**config.mk**
```make
export PLATFORM = sky130hd
export DESIGN_NAME = alu_instr_encoder_flat
export DESIGN_NICKNAME = d
export VERILOG_FILES = /design/src/rtl/riscv_pkg.sv /design/src/rtl/alu_instr_encoder_if.sv /design/src/rtl/alu_instr_encoder_enc_fifo.sv /design/src/rtl/alu_instr_encoder.sv /design/src/flat_wrapper.sv
export SDC_FILE = /design/constraint.sdc
export NUM_CORES = 1
export LEC_CHECK = 0
export CORE_UTILIZATION = 50
export DETAILED_ROUTE_END_ITERATION = 7
export PLACE_DENSITY = 0.76
export SYNTH_ARGS = -nofsm -noshare
export SYNTH_HDL_FRONTEND = slang
export SYNTH_SLANG_ARGS = --single-unit
```
**constraint.sdc**
```tcl
create_clock -name clk -period 3.5 [get_ports clk]
set_input_delay 0.7 -clock clk [delete_from_list [all_inputs] [get_ports clk]]
set_output_delay 0.7 -clock clk [all_outputs]
set_load 0.01 [all_outputs]
```
**src/rtl/riscv_pkg.sv**
```systemverilog
// Shared RV32I encoding constants for the ALU decode path and its encoder.
package riscv_pkg;

  // ALUControl codes
  localparam logic [2:0] ALU_ADD = 3'b000;
  localparam logic [2:0] ALU_SUB = 3'b001;
  localparam logic [2:0] ALU_AND = 3'b010;
  localparam logic [2:0] ALU_OR  = 3'b011;
  localparam logic [2:0] ALU_SLT = 3'b101;

  // Major opcodes
  localparam logic [6:0] OP_RTYPE = 7'b0110011;
  localparam logic [6:0] OP_ITYPE = 7'b0010011;

  // funct3 / funct7 fields
  localparam logic [2:0] F3_ADD_SUB = 3'b000;
  localparam logic [2:0] F3_SLT     = 3'b010;
  localparam logic [2:0] F3_OR      = 3'b110;
  localparam logic [2:0] F3_AND     = 3'b111;
  localparam logic [6:0] F7_SUB     = 7'b0100000;
  localparam logic [6:0] F7_ZERO    = 7'b0000000;

  // addi x0, x0, 0
  localparam logic [31:0] NOP_INSN = 32'h0000_0013;

  // One buffered instruction: encoded word plus end-of-program marker
  typedef struct packed {
    logic        last;
    logic [31:0] insn;
  } enc_entry_t;

  localparam int unsigned ENTRY_W = $bits(enc_entry_t);

  typedef enum logic [1:0] {
    ST_IDLE  = 2'd0,
    ST_WRITE = 2'd1,
    ST_DONE  = 2'd2
  } enc_state_t;

endpackage

```
**src/rtl/alu_instr_encoder_if.sv**
```systemverilog
// Request bus and instruction-memory write port of the ALU instruction encoder.
//   master: request source / memory side (testbench, loader)
//   slave : the encoder
interface alu_instr_encoder_if #(
  parameter int unsigned ADDR_W = 6
);
  logic              req_valid;
  logic              req_ready;
  logic [2:0]        req_alu_ctrl;
  logic              req_imm_sel;
  logic [4:0]        req_rd;
  logic [4:0]        req_rs1;
  logic [4:0]        req_rs2;
  logic [11:0]       req_imm;
  logic              req_last;
  logic              imem_we;
  logic              imem_ready;
  logic [ADDR_W-1:0] imem_addr;
  logic [31:0]       imem_wdata;

  modport master (
    output req_valid, req_alu_ctrl, req_imm_sel, req_rd, req_rs1, req_rs2,
           req_imm, req_last, imem_ready,
    input  req_ready, imem_we, imem_addr, imem_wdata
  );

  modport slave (
    input  req_valid, req_alu_ctrl, req_imm_sel, req_rd, req_rs1, req_rs2,
           req_imm, req_last, imem_ready,
    output req_ready, imem_we, imem_addr, imem_wdata
  );
endinterface

```
**src/rtl/alu_instr_encoder_enc_fifo.sv**
```systemverilog
// Synchronous FIFO for encoded entries.
//   clear : drop all contents (wins over push/pop)
//   push/pop : ignored when full/empty respectively
//   rdata : head entry, read from the storage flops
//   full, empty, count : occupancy flags
module enc_fifo #(
  parameter int unsigned DEPTH = 4,
  parameter int unsigned WIDTH = 33
) (
  input  logic                       clk,
  input  logic                       rst_n,
  input  logic                       clear,
  input  logic                       push,
  input  logic [WIDTH-1:0]           wdata,
  input  logic                       pop,
  output logic [WIDTH-1:0]           rdata,
  output logic                       full,
  output logic                       empty,
  output logic [$clog2(DEPTH):0]     count
);
  localparam int unsigned PTR_W = $clog2(DEPTH);
  localparam int unsigned CNT_W = PTR_W + 1;

  logic [WIDTH-1:0] mem_q [DEPTH];
  logic [WIDTH-1:0] mem_d [DEPTH];
  logic [CNT_W-1:0] wptr_q, wptr_d;
  logic [CNT_W-1:0] rptr_q, rptr_d;

  // Pointers carry one extra wrap bit to tell full from empty
  assign count = wptr_q - rptr_q;
  assign empty = (wptr_q == rptr_q);
  assign full  = (count == CNT_W'(DEPTH));
  assign rdata = mem_q[rptr_q[PTR_W-1:0]];

  // Next-state for storage and pointers
  always_comb begin
    mem_d  = mem_q;
    wptr_d = wptr_q;
    rptr_d = rptr_q;
    if (clear) begin
      wptr_d = '0;
      rptr_d = '0;
    end else begin
      if (push && !full) begin
        mem_d[wptr_q[PTR_W-1:0]] = wdata;
        wptr_d = wptr_q + CNT_W'(1);
      end
      if (pop && !empty) begin
        rptr_d = rptr_q + CNT_W'(1);
      end
    end
  end

  always_ff @(posedge clk or negedge rst_n) begin
    if (!rst_n) begin
      for (int i = 0; i < int'(DEPTH); i++) mem_q[i] <= '0;
      wptr_q <= '0;
      rptr_q <= '0;
    end else begin
      mem_q  <= mem_d;
      wptr_q <= wptr_d;
      rptr_q <= rptr_d;
    end
  end
endmodule

```
**src/rtl/alu_instr_encoder.sv**
```systemverilog
// Encodes ALU operation requests into RV32I R/I-type words, buffers them and
// streams them into instruction memory at incrementing word addresses.
//   clk, rst_n : clock, asynchronous active-low reset
//   clear      : synchronous restart (FIFO, address, done, err)
//   bus        : request handshake in, imem write port out
//   busy       : FIFO non-empty
//   done       : sticky, program finished or memory filled
//   err        : sticky, an illegal request was replaced by a NOP
module alu_instr_encoder
  import riscv_pkg::*;
#(
  parameter int unsigned ADDR_W     = 6,
  parameter int unsigned FIFO_DEPTH = 4
) (
  input  logic                clk,
  input  logic                rst_n,
  input  logic                clear,
  alu_instr_encoder_if.slave  bus,
  output logic                busy,
  output logic                done,
  output logic                err
);
  localparam int unsigned CNT_W = $clog2(FIFO_DEPTH) + 1;
  localparam logic [ADDR_W-1:0] ADDR_MAX = '1;

  enc_state_t        state_q, state_d;
  logic [ADDR_W-1:0] addr_q, addr_d;
  logic              err_q, err_d;

  logic              fifo_full, fifo_empty;
  logic [CNT_W-1:0]  fifo_count;
  enc_entry_t        push_entry, head;
  logic              illegal;
  logic [2:0]        funct3;
  logic [6:0]        funct7;
  logic              push, commit, term;

  // Request -> instruction word
  always_comb begin
    illegal = 1'b0;
    funct3  = F3_ADD_SUB;
    funct7  = F7_ZERO;
    case (bus.req_alu_ctrl)
      ALU_ADD: funct3 = F3_ADD_SUB;
      ALU_SUB: begin
        funct3  = F3_ADD_SUB;
        funct7  = F7_SUB;
        illegal = bus.req_imm_sel;  // no subi in RV32I
      end
      ALU_SLT: funct3 = F3_SLT;
      ALU_OR:  funct3 = F3_OR;
      ALU_AND: funct3 = F3_AND;
      default: illegal = 1'b1;
    endcase

    push_entry.last = bus.req_last;
    if (illegal) begin
      push_entry.insn = NOP_INSN;
    end else if (bus.req_imm_sel) begin
      push_entry.insn = {bus.req_imm, bus.req_rs1, funct3, bus.req_rd, OP_ITYPE};
    end else begin
      push_entry.insn = {funct7, bus.req_rs2, bus.req_rs1, funct3, bus.req_rd, OP_RTYPE};
    end
  end

  assign done           = (state_q == ST_DONE);
  assign err            = err_q;
  assign busy           = !fifo_empty;
  assign bus.req_ready  = !fifo_full && !done;
  assign bus.imem_we    = !fifo_empty && !done;
  assign bus.imem_addr  = addr_q;
  // Idle data bus reads as zero rather than a stale slot
  assign bus.imem_wdata = fifo_empty ? 32'h0 : head.insn;

  assign push   = bus.req_valid && bus.req_ready;
  assign commit = bus.imem_we && bus.imem_ready;
  assign term   = commit && (head.last || (addr_q == ADDR_MAX));

  // Leftover entries are discarded when the program terminates
  enc_fifo #(
    .DEPTH (FIFO_DEPTH),
    .WIDTH (ENTRY_W)
  ) u_fifo (
    .clk   (clk),
    .rst_n (rst_n),
    .clear (clear || term),
    .push  (push),
    .wdata (push_entry),
    .pop   (commit),
    .rdata (head),
    .full  (fifo_full),
    .empty (fifo_empty),
    .count (fifo_count)
  );

  // Sequencer next-state; clear overrides everything
  always_comb begin
    state_d = state_q;
    addr_d  = addr_q;
    err_d   = err_q;
    if (clear) begin
      state_d = ST_IDLE;
      addr_d  = '0;
      err_d   = 1'b0;
    end else begin
      if (commit && (addr_q != ADDR_MAX)) addr_d = addr_q + ADDR_W'(1);
      if (push && illegal) err_d = 1'b1;
      case (state_q)
        ST_IDLE:  if (push) state_d = ST_WRITE;
        ST_WRITE: begin
          if (term) begin
            state_d = ST_DONE;
          end else if (commit && !push && (fifo_count == CNT_W'(1))) begin
            state_d = ST_IDLE;
          end
        end
        ST_DONE:  state_d = ST_DONE;
        default:  state_d = ST_IDLE;
      endcase
    end
  end

  always_ff @(posedge clk or negedge rst_n) begin
    if (!rst_n) begin
      state_q <= ST_IDLE;
      addr_q  <= '0;
      err_q   <= 1'b0;
    end else begin
      state_q <= state_d;
      addr_q  <= addr_d;
      err_q   <= err_d;
    end
  end
endmodule

```
**src/flat_wrapper.sv**
```systemverilog
// flat-port wrapper written by rule: the top's interface ports become plain ports
module alu_instr_encoder_flat import riscv_pkg::*;
#(
  parameter int unsigned ADDR_W     = 6,
  parameter int unsigned FIFO_DEPTH = 4
)
  (clk, rst_n, clear, busy, done, err, bus_req_valid, bus_req_alu_ctrl, bus_req_imm_sel, bus_req_rd, bus_req_rs1, bus_req_rs2, bus_req_imm, bus_req_last, bus_imem_ready, bus_req_ready, bus_imem_we, bus_imem_addr, bus_imem_wdata);
  alu_instr_encoder_if #(.ADDR_W(ADDR_W)) bus_i ();
  input  logic clk;
  input  logic rst_n;
  input  logic clear;
  output logic busy;
  output logic done;
  output logic err;
  input wire logic [$bits(bus_i.req_valid)-1:0] bus_req_valid;
  input wire logic [$bits(bus_i.req_alu_ctrl)-1:0] bus_req_alu_ctrl;
  input wire logic [$bits(bus_i.req_imm_sel)-1:0] bus_req_imm_sel;
  input wire logic [$bits(bus_i.req_rd)-1:0] bus_req_rd;
  input wire logic [$bits(bus_i.req_rs1)-1:0] bus_req_rs1;
  input wire logic [$bits(bus_i.req_rs2)-1:0] bus_req_rs2;
  input wire logic [$bits(bus_i.req_imm)-1:0] bus_req_imm;
  input wire logic [$bits(bus_i.req_last)-1:0] bus_req_last;
  input wire logic [$bits(bus_i.imem_ready)-1:0] bus_imem_ready;
  output wire logic [$bits(bus_i.req_ready)-1:0] bus_req_ready;
  output wire logic [$bits(bus_i.imem_we)-1:0] bus_imem_we;
  output wire logic [$bits(bus_i.imem_addr)-1:0] bus_imem_addr;
  output wire logic [$bits(bus_i.imem_wdata)-1:0] bus_imem_wdata;
  assign bus_i.req_valid = bus_req_valid;
  assign bus_i.req_alu_ctrl = bus_req_alu_ctrl;
  assign bus_i.req_imm_sel = bus_req_imm_sel;
  assign bus_i.req_rd = bus_req_rd;
  assign bus_i.req_rs1 = bus_req_rs1;
  assign bus_i.req_rs2 = bus_req_rs2;
  assign bus_i.req_imm = bus_req_imm;
  assign bus_i.req_last = bus_req_last;
  assign bus_i.imem_ready = bus_imem_ready;
  assign bus_req_ready = bus_i.req_ready;
  assign bus_imem_we = bus_i.imem_we;
  assign bus_imem_addr = bus_i.imem_addr;
  assign bus_imem_wdata = bus_i.imem_wdata;
  alu_instr_encoder #(.ADDR_W(ADDR_W), .FIFO_DEPTH(FIFO_DEPTH)) u_core (.clk(clk), .rst_n(rst_n), .clear(clear), .bus(bus_i), .busy(busy), .done(done), .err(err));
endmodule
```
==> Word level (Yosys, flattened, before mapping) <==
Cells that the tools add are included.
{ "classes": {"addsub": 4, "n_lt_le_gt_ge": 3, "eq_ne": 13, "muxes": 25, "bitwise_logic": 3, "reduce_logical": 27} }
{ "ops": {"columns": ["operator", "count"], "rows": [
  ["bitwise mux 132 bit", 1],
  ["two-way mux 33 bit", 3],
  ["two-way mux 32 bit", 3],
  ["binary-select mux 33 bit (select 2 bit)", 1],
  ["demux 33 bit (select 2 bit)", 1],
  ["two-way mux 6 bit", 3],
  ["logical AND 1 bit", 12],
  ["two-way mux 3 bit", 4],
  ["case mux 3 bit (3 select lines)", 1],
  ["two-way mux 2 bit", 4],
  ["nonzero test 2 bit", 4],
  ["adder 3 x 1 -> 3 bit (second input constant)", 2],
  ["adder 6 x 1 -> 6 bit (second input constant)", 1],
  ["equality test 3 x 1 -> 1 bit (second input constant)", 2],
  ["equality test 3 x 2 -> 1 bit (second input constant)", 2],
  ["equality test 3 bit (second input constant)", 2],
  ["equality test 6 bit (second input constant)", 1],
  [">= comparator 3 bit (second input constant)", 2],
  ["inequality test 6 bit (second input constant)", 1],
  ["inverter 2 -> 3 bit", 2],
  ["case mux 2 bit (3 select lines)", 1],
  ["logical NOT 1 bit", 4],
  ["inequality test 4 x 2 -> 1 bit (second input constant)", 1],
  ["AND reduction 2 bit", 2],
  ["13 further kinds", 15]
]} }
{ "totals": {"reg_bits": 147, "inputBits": 37, "elab_cells": 84} }

==> Depth between registers and ports, before layout <==
{ "logic_depth": {"ltp_word": 12, "ltp_mapped": 10, "mapped_depth_nobuf": 7} }

==> Modules after synthesis <==
Synthesis repeated with hierarchy kept, for this count alone.
{ "hier_totals": {"hier_cells": 502, "area_unflattened_um2": 7314.5} }
{ "modules_own_cells": {"columns": ["mod", "instances", "cells_each", "area_each_um2", "seq_area_each_um2"], "rows": [
  ["enc_fifo", 1, 366, 6294.8, 3453.3],
  ["alu_instr_encoder", 1, 136, 1019.7, 225.2]
]} }

==> Worst setup path before layout <==
Ideal clock, no wire load.
{ "synth_timing": {"kind": "register to register", "start": "register u_core.u_fifo.rptr_q[1]", "end": "register u_core.u_fifo.mem_q[79] in the netlist's numbering", "t_arrival_ns": 3.154, "required_ns": 3.375, "setup_slack_ns": 0.222, "path_stages_with_launch": 11, "period_less_slack_ns": 3.278, "cell_sequence": "dfrtp_1 > clkbuf_1 > clkbuf_1 > inv_1 > ha_1 > nand2_1 > o211a_1 > clkbuf_1 > a2111oi_4 > buf_6 > mux2_2"} }
{ "synth_via": {"elab_chain_cells": 9, "elab_cells_between_ends": 19, "classes_between": "1 x add/sub; 2 x eq/ne; 3 x mux; 2 x bitwise; 11 x reduce/logical"} }
{ "synth_lines": {"columns": ["element", "line", "rtl"], "rows": [
  ["start: declaration", "alu_instr_encoder_enc_fifo.sv:27", "logic [CNT_W-1:0] rptr_q, rptr_d;"],
  ["start signal: assignment", "alu_instr_encoder_enc_fifo.sv:62", "rptr_q <= rptr_d;"],
  ["parallel branches: the longest is 8 deep, another holds subtractor 3 bit", null, null],
  ["AND reduction 2 bit (no source line) (*)", null, null],
  ["end signal: assignment", "alu_instr_encoder_enc_fifo.sv:60", "mem_q <= mem_d;"],
  ["end: declaration", "alu_instr_encoder_enc_fifo.sv:24", "logic [WIDTH-1:0] mem_q [DEPTH];"]
]} }
Every way passes the cells marked *. The select of a mux whose other input is x is not followed.
A chain may end at the register's enable or synchronous reset.

==> Worst setup path after layout <==
{ "layout_timing": {"start": "register u_core.u_fifo.wptr_q[0]", "end": "output bus_imem_wdata[1]"} }
{ "layout_via": {"elab_chain_cells": 2} }
{ "layout_lines": {"columns": ["element", "line", "rtl"], "rows": [
  ["start: declaration", "alu_instr_encoder_enc_fifo.sv:26", "logic [CNT_W-1:0] wptr_q, wptr_d;"],
  ["start signal: assignment", "alu_instr_encoder_enc_fifo.sv:61", "wptr_q <= wptr_d;"],
  ["equality test 3 bit", "alu_instr_encoder_enc_fifo.sv:31", "assign empty = (wptr_q == rptr_q);"],
  ["two-way mux 32 bit", "alu_instr_encoder.sv:73", "assign bus.imem_wdata = fifo_empty ? 32'h0 : head.insn;"],
  ["end: declaration", "flat_wrapper.sv:27", "output wire logic [$bits(bus_i.imem_wdata)-1:0] bus_imem_wdata;"]
]} }
Every way passes these cells.

==> flow_summary.json <==
{
  "cts.path.max_buffers": 2,
  "grt_util_met1_pct": 29.6,
  "numCtsBuffers": 17,
  "worst_setup_path_start_kind": "flip-flop",
  "rsz0062_at_grt": "false",
  "stdcell_area_um2": 7830,
  "grt_pass1_wl_um": 22300,
  "r2r_start": "u_core.u_fifo.wptr_q[0]$_DFFE_PN0P_",
  "busiest_layer": "met2",
  "grt_pass1_vias": 4345,
  "worstPathArrival_ps": 2560,
  "root_buffer": "clkbuf_16",
  "cp_data_required_time_ps": 2800,
  "grt_use_met2_pct": 37.6,
  "p_sw_share_pct": 30.5,
  "clock_skew_ps": 8.31,
  "grt_antenna_before_repair": 0,
  "max_slew.worst_pin.slew_ps": 967,
  "p_comb_share_pct": 37.7,
  "drt_iter0_drc": 219,
  "clkLatencyLatePin_ps": 410,
  "drtPass1Iterations": 4,
  "syn_avg_cell_area_um2": 13.8,
  "finalMaxSlewViolations": 0,
  "fin_crit_sh_pct": 93.1,
  "track_usage_pct": 22.9,
  "syn_to_final_growth_pct": 23.5,
  "hp-class": "in -> async",
  "diodes": 0,
  "post_cts_buffers": 0,
  "tns_ps": 0,
  "power.share.clock_pct": 27.1,
  "synth_area_um2": 6340,
  "placed_area_um2": 7260,
  "p_seq_share_pct": 35.2,
  "cts_tree": "yes",
  "finalWirelength_um": 13400,
  "worstPathMaxFanout": 29,
  "ir_worst_vdd_v": 0.000441,
  "row_count": 40,
  "clkSinkCount": 127,
  "critPathLaunch": "u_core.u_fifo.wptr_q[0]$_DFFE_PN0P_",
  "clk_pin_slew_worst_paths_ps": 60,
  "drive_gt1_share_pct": 29.5,
  "power.leakage_uw": 0.00351,
  "place_congestion": 0.781,
  "hold_viol_final": 0,
  "die_h_um": 115,
  "via_count": 3986,
  "worstSetupPathType": "reg -> out",
  "layout_common_cells": "126 x dfrtp_1, 81 x mux2_2, 75 x clkdlybuf4s50_1, 30 x nor2b_1, 29 x mux2_1",
  "overflow": 0,
  "async_reset_ff_share_pct": 100,
  "cts_max_level": 4,
  "synth_seq_area_share_pct": 50.1,
  "cp-end-kind": "output port",
  "cts_hold_buf": 0,
  "internal_power_uw": 4400,
  "io_pins": 80,
  "ys_ff_latch": 127,
  "core_area_um2": 12200,
  "ant_nets": 0,
  "ys.warnings.count": 0,
  "io_buffers": 76,
  "post_cts_resized": 0,
  "setup_viol": 0,
  "start_util_pct": 52.1,
  "netlist_instances": 460,
  "switchingPower_uw": 1930,
  "ys.flop_type": "dfrtp_1",
  "grt_use_met3_pct": 6.46,
  "final_net_count": 585,
  "synth_edf_count": 0,
  "die_x_um": 115,
  "max_cap_violations": 0,
  "ys_types": 44,
  "via_per_inst": 5.55,
  "slew-limit-headroom_pct": 35.2,
  "hpwl_um": 8300,
  "timing.fmax_mhz": 307,
  "period_minus_slack_ps": 3260,
  "drc_errors": 0,
  "status": "finished, final reports clean",
  "p_total_uw": 6320,
  "layout_commonest_cell": "dfrtp_1",
  "grt_max_degree": 80,
  "wl_per_cell_um": 18.7,
  "power_density_nw_per_um2": 808,
  "die_area_um2": 13100
}
-- state kept, by name, summed over array words and instances (netlist names) --
| signal | flops |
|---|---|
| u_core.u_fifo.mem_q | 112 |
| u_core.bus.imem_addr | 6 |
| u_core.u_fifo.rptr_q | 3 |
| u_core.u_fifo.wptr_q | 3 |
| u_core.state_q | 2 |
| u_core.err | 1 |
-- stage by stage --
stage	setup slack (ps)	utilization [%]	instances	hold slack (ps)
floorplan	222	-	462	404
global placement	659	59.7	688	446
finish	243	64.4	718	312
global route	89.2	64.4	718	347
detailed placement	567	59.7	688	454
CTS	225	64.4	718	319
-- Yosys cell counts, drive strengths merged, types with 2 or more instances --
| cell type | number | area share (%) |
|---|---|---|
| mux2i | 6 | 0.95 |
| xor2 | 2 | 0.28 |
| nand2 | 7 | 0.41 |
| mux2 | 110 | 20 |
| ha | 8 | 1.6 |
| dfrtp | 127 | 50 |
| or4 | 2 | 0.24 |
| nor2b | 30 | 3.0 |
| nor2 | 23 | 1.4 |
| or2 | 4 | 0.39 |
| xnor2 | 3 | 0.41 |
| a21o | 2 | 0.36 |
| a21oi | 11 | 0.87 |
| nand3 | 5 | 0.39 |
| mux4 | 28 | 9.9 |
| buf | 18 | 2.2 |
| o21ai | 3 | 0.24 |
| inv | 21 | 1.2 |
| or3 | 6 | 0.59 |
| o211ai | 2 | 0.32 |
| a2111oi | 3 | 1.3 |
| nand2b | 3 | 0.30 |
| and3 | 6 | 0.59 |
| clkbuf | 13 | 0.77 |
| o31ai | 4 | 0.47 |
-- routing by layer --
| layer | wire (µm) | share of wire, % |
|---|---|---|
| met5 | 0 | 0 |
| met3 | 546 | 4.1 |
| met4 | 221 | 1.6 |
| met1 | 5970 | 44 |
| met2 | 6690 | 50 |
-- power by group through the flow --
stage                     clock [µW]  combinational, µW  sequential (µW)
after floorplan                    0               1610             2150
after global placement             0               2330             2200
after detailed placement           0               2400             2240
after CTS                       1750               2410             2220
after global routing            1810               2570             2290
final                           1710               2380             2230
-- critical path, cell delays in order (launching register included) --
cell and delay [ps]:
dfrtp_1 400, inv_1 150, ha_1 280, nand2_1 150, nor2_2 40, buf_4 260, nor2b_1 280, clkdlybuf4s50_1 590
-- worst paths after layout --
kind / endpoint / slack, ps / depth (start not counted)
min: u_core.u_fifo.mem_q[44]$_DFFE_PN0P_ / 310 / 1
max reg2reg: u_core.u_fifo.mem_q[90]$_DFFE_PN0P_ / 530 / 8
min reg2reg: u_core.u_fifo.mem_q[37]$_DFFE_PN0P_ / 470 / 1
max in group asynchronous: u_core.u_fifo.rptr_q[0]$_DFFE_PN0P_ / 2330 / 2
min in group clk: u_core.u_fifo.mem_q[37]$_DFFE_PN0P_ / 470 / 1
max: bus_imem_wdata[1] / 240 / 7
-- cells by family after synthesis --
family,count (synthesis),synth area share [%]
adder cells (fa/ha/maj),9,1.90
XOR/XNOR,6,1.05
AO/OA/AOI/OAI,31,4.52
other,1,0.0592
flip-flops,127,50.1
AND/OR/NAND/NOR,90,7.74
buffers and inverters,52,4.17
multiplexers,144,30.4
-- area by class of cell --
cell class / count / area [µm²]
inverter: 21 / 78.8
fill: 903 / 4330
timing repair buffer: 89 / 881
clock inverter: 6 / 82.6
multi-input combinational: 283 / 2910
clock buffer: 24 / 492
tap: 168 / 210
sequential: 127 / 3180
Power figures use the tool's default switching activity.
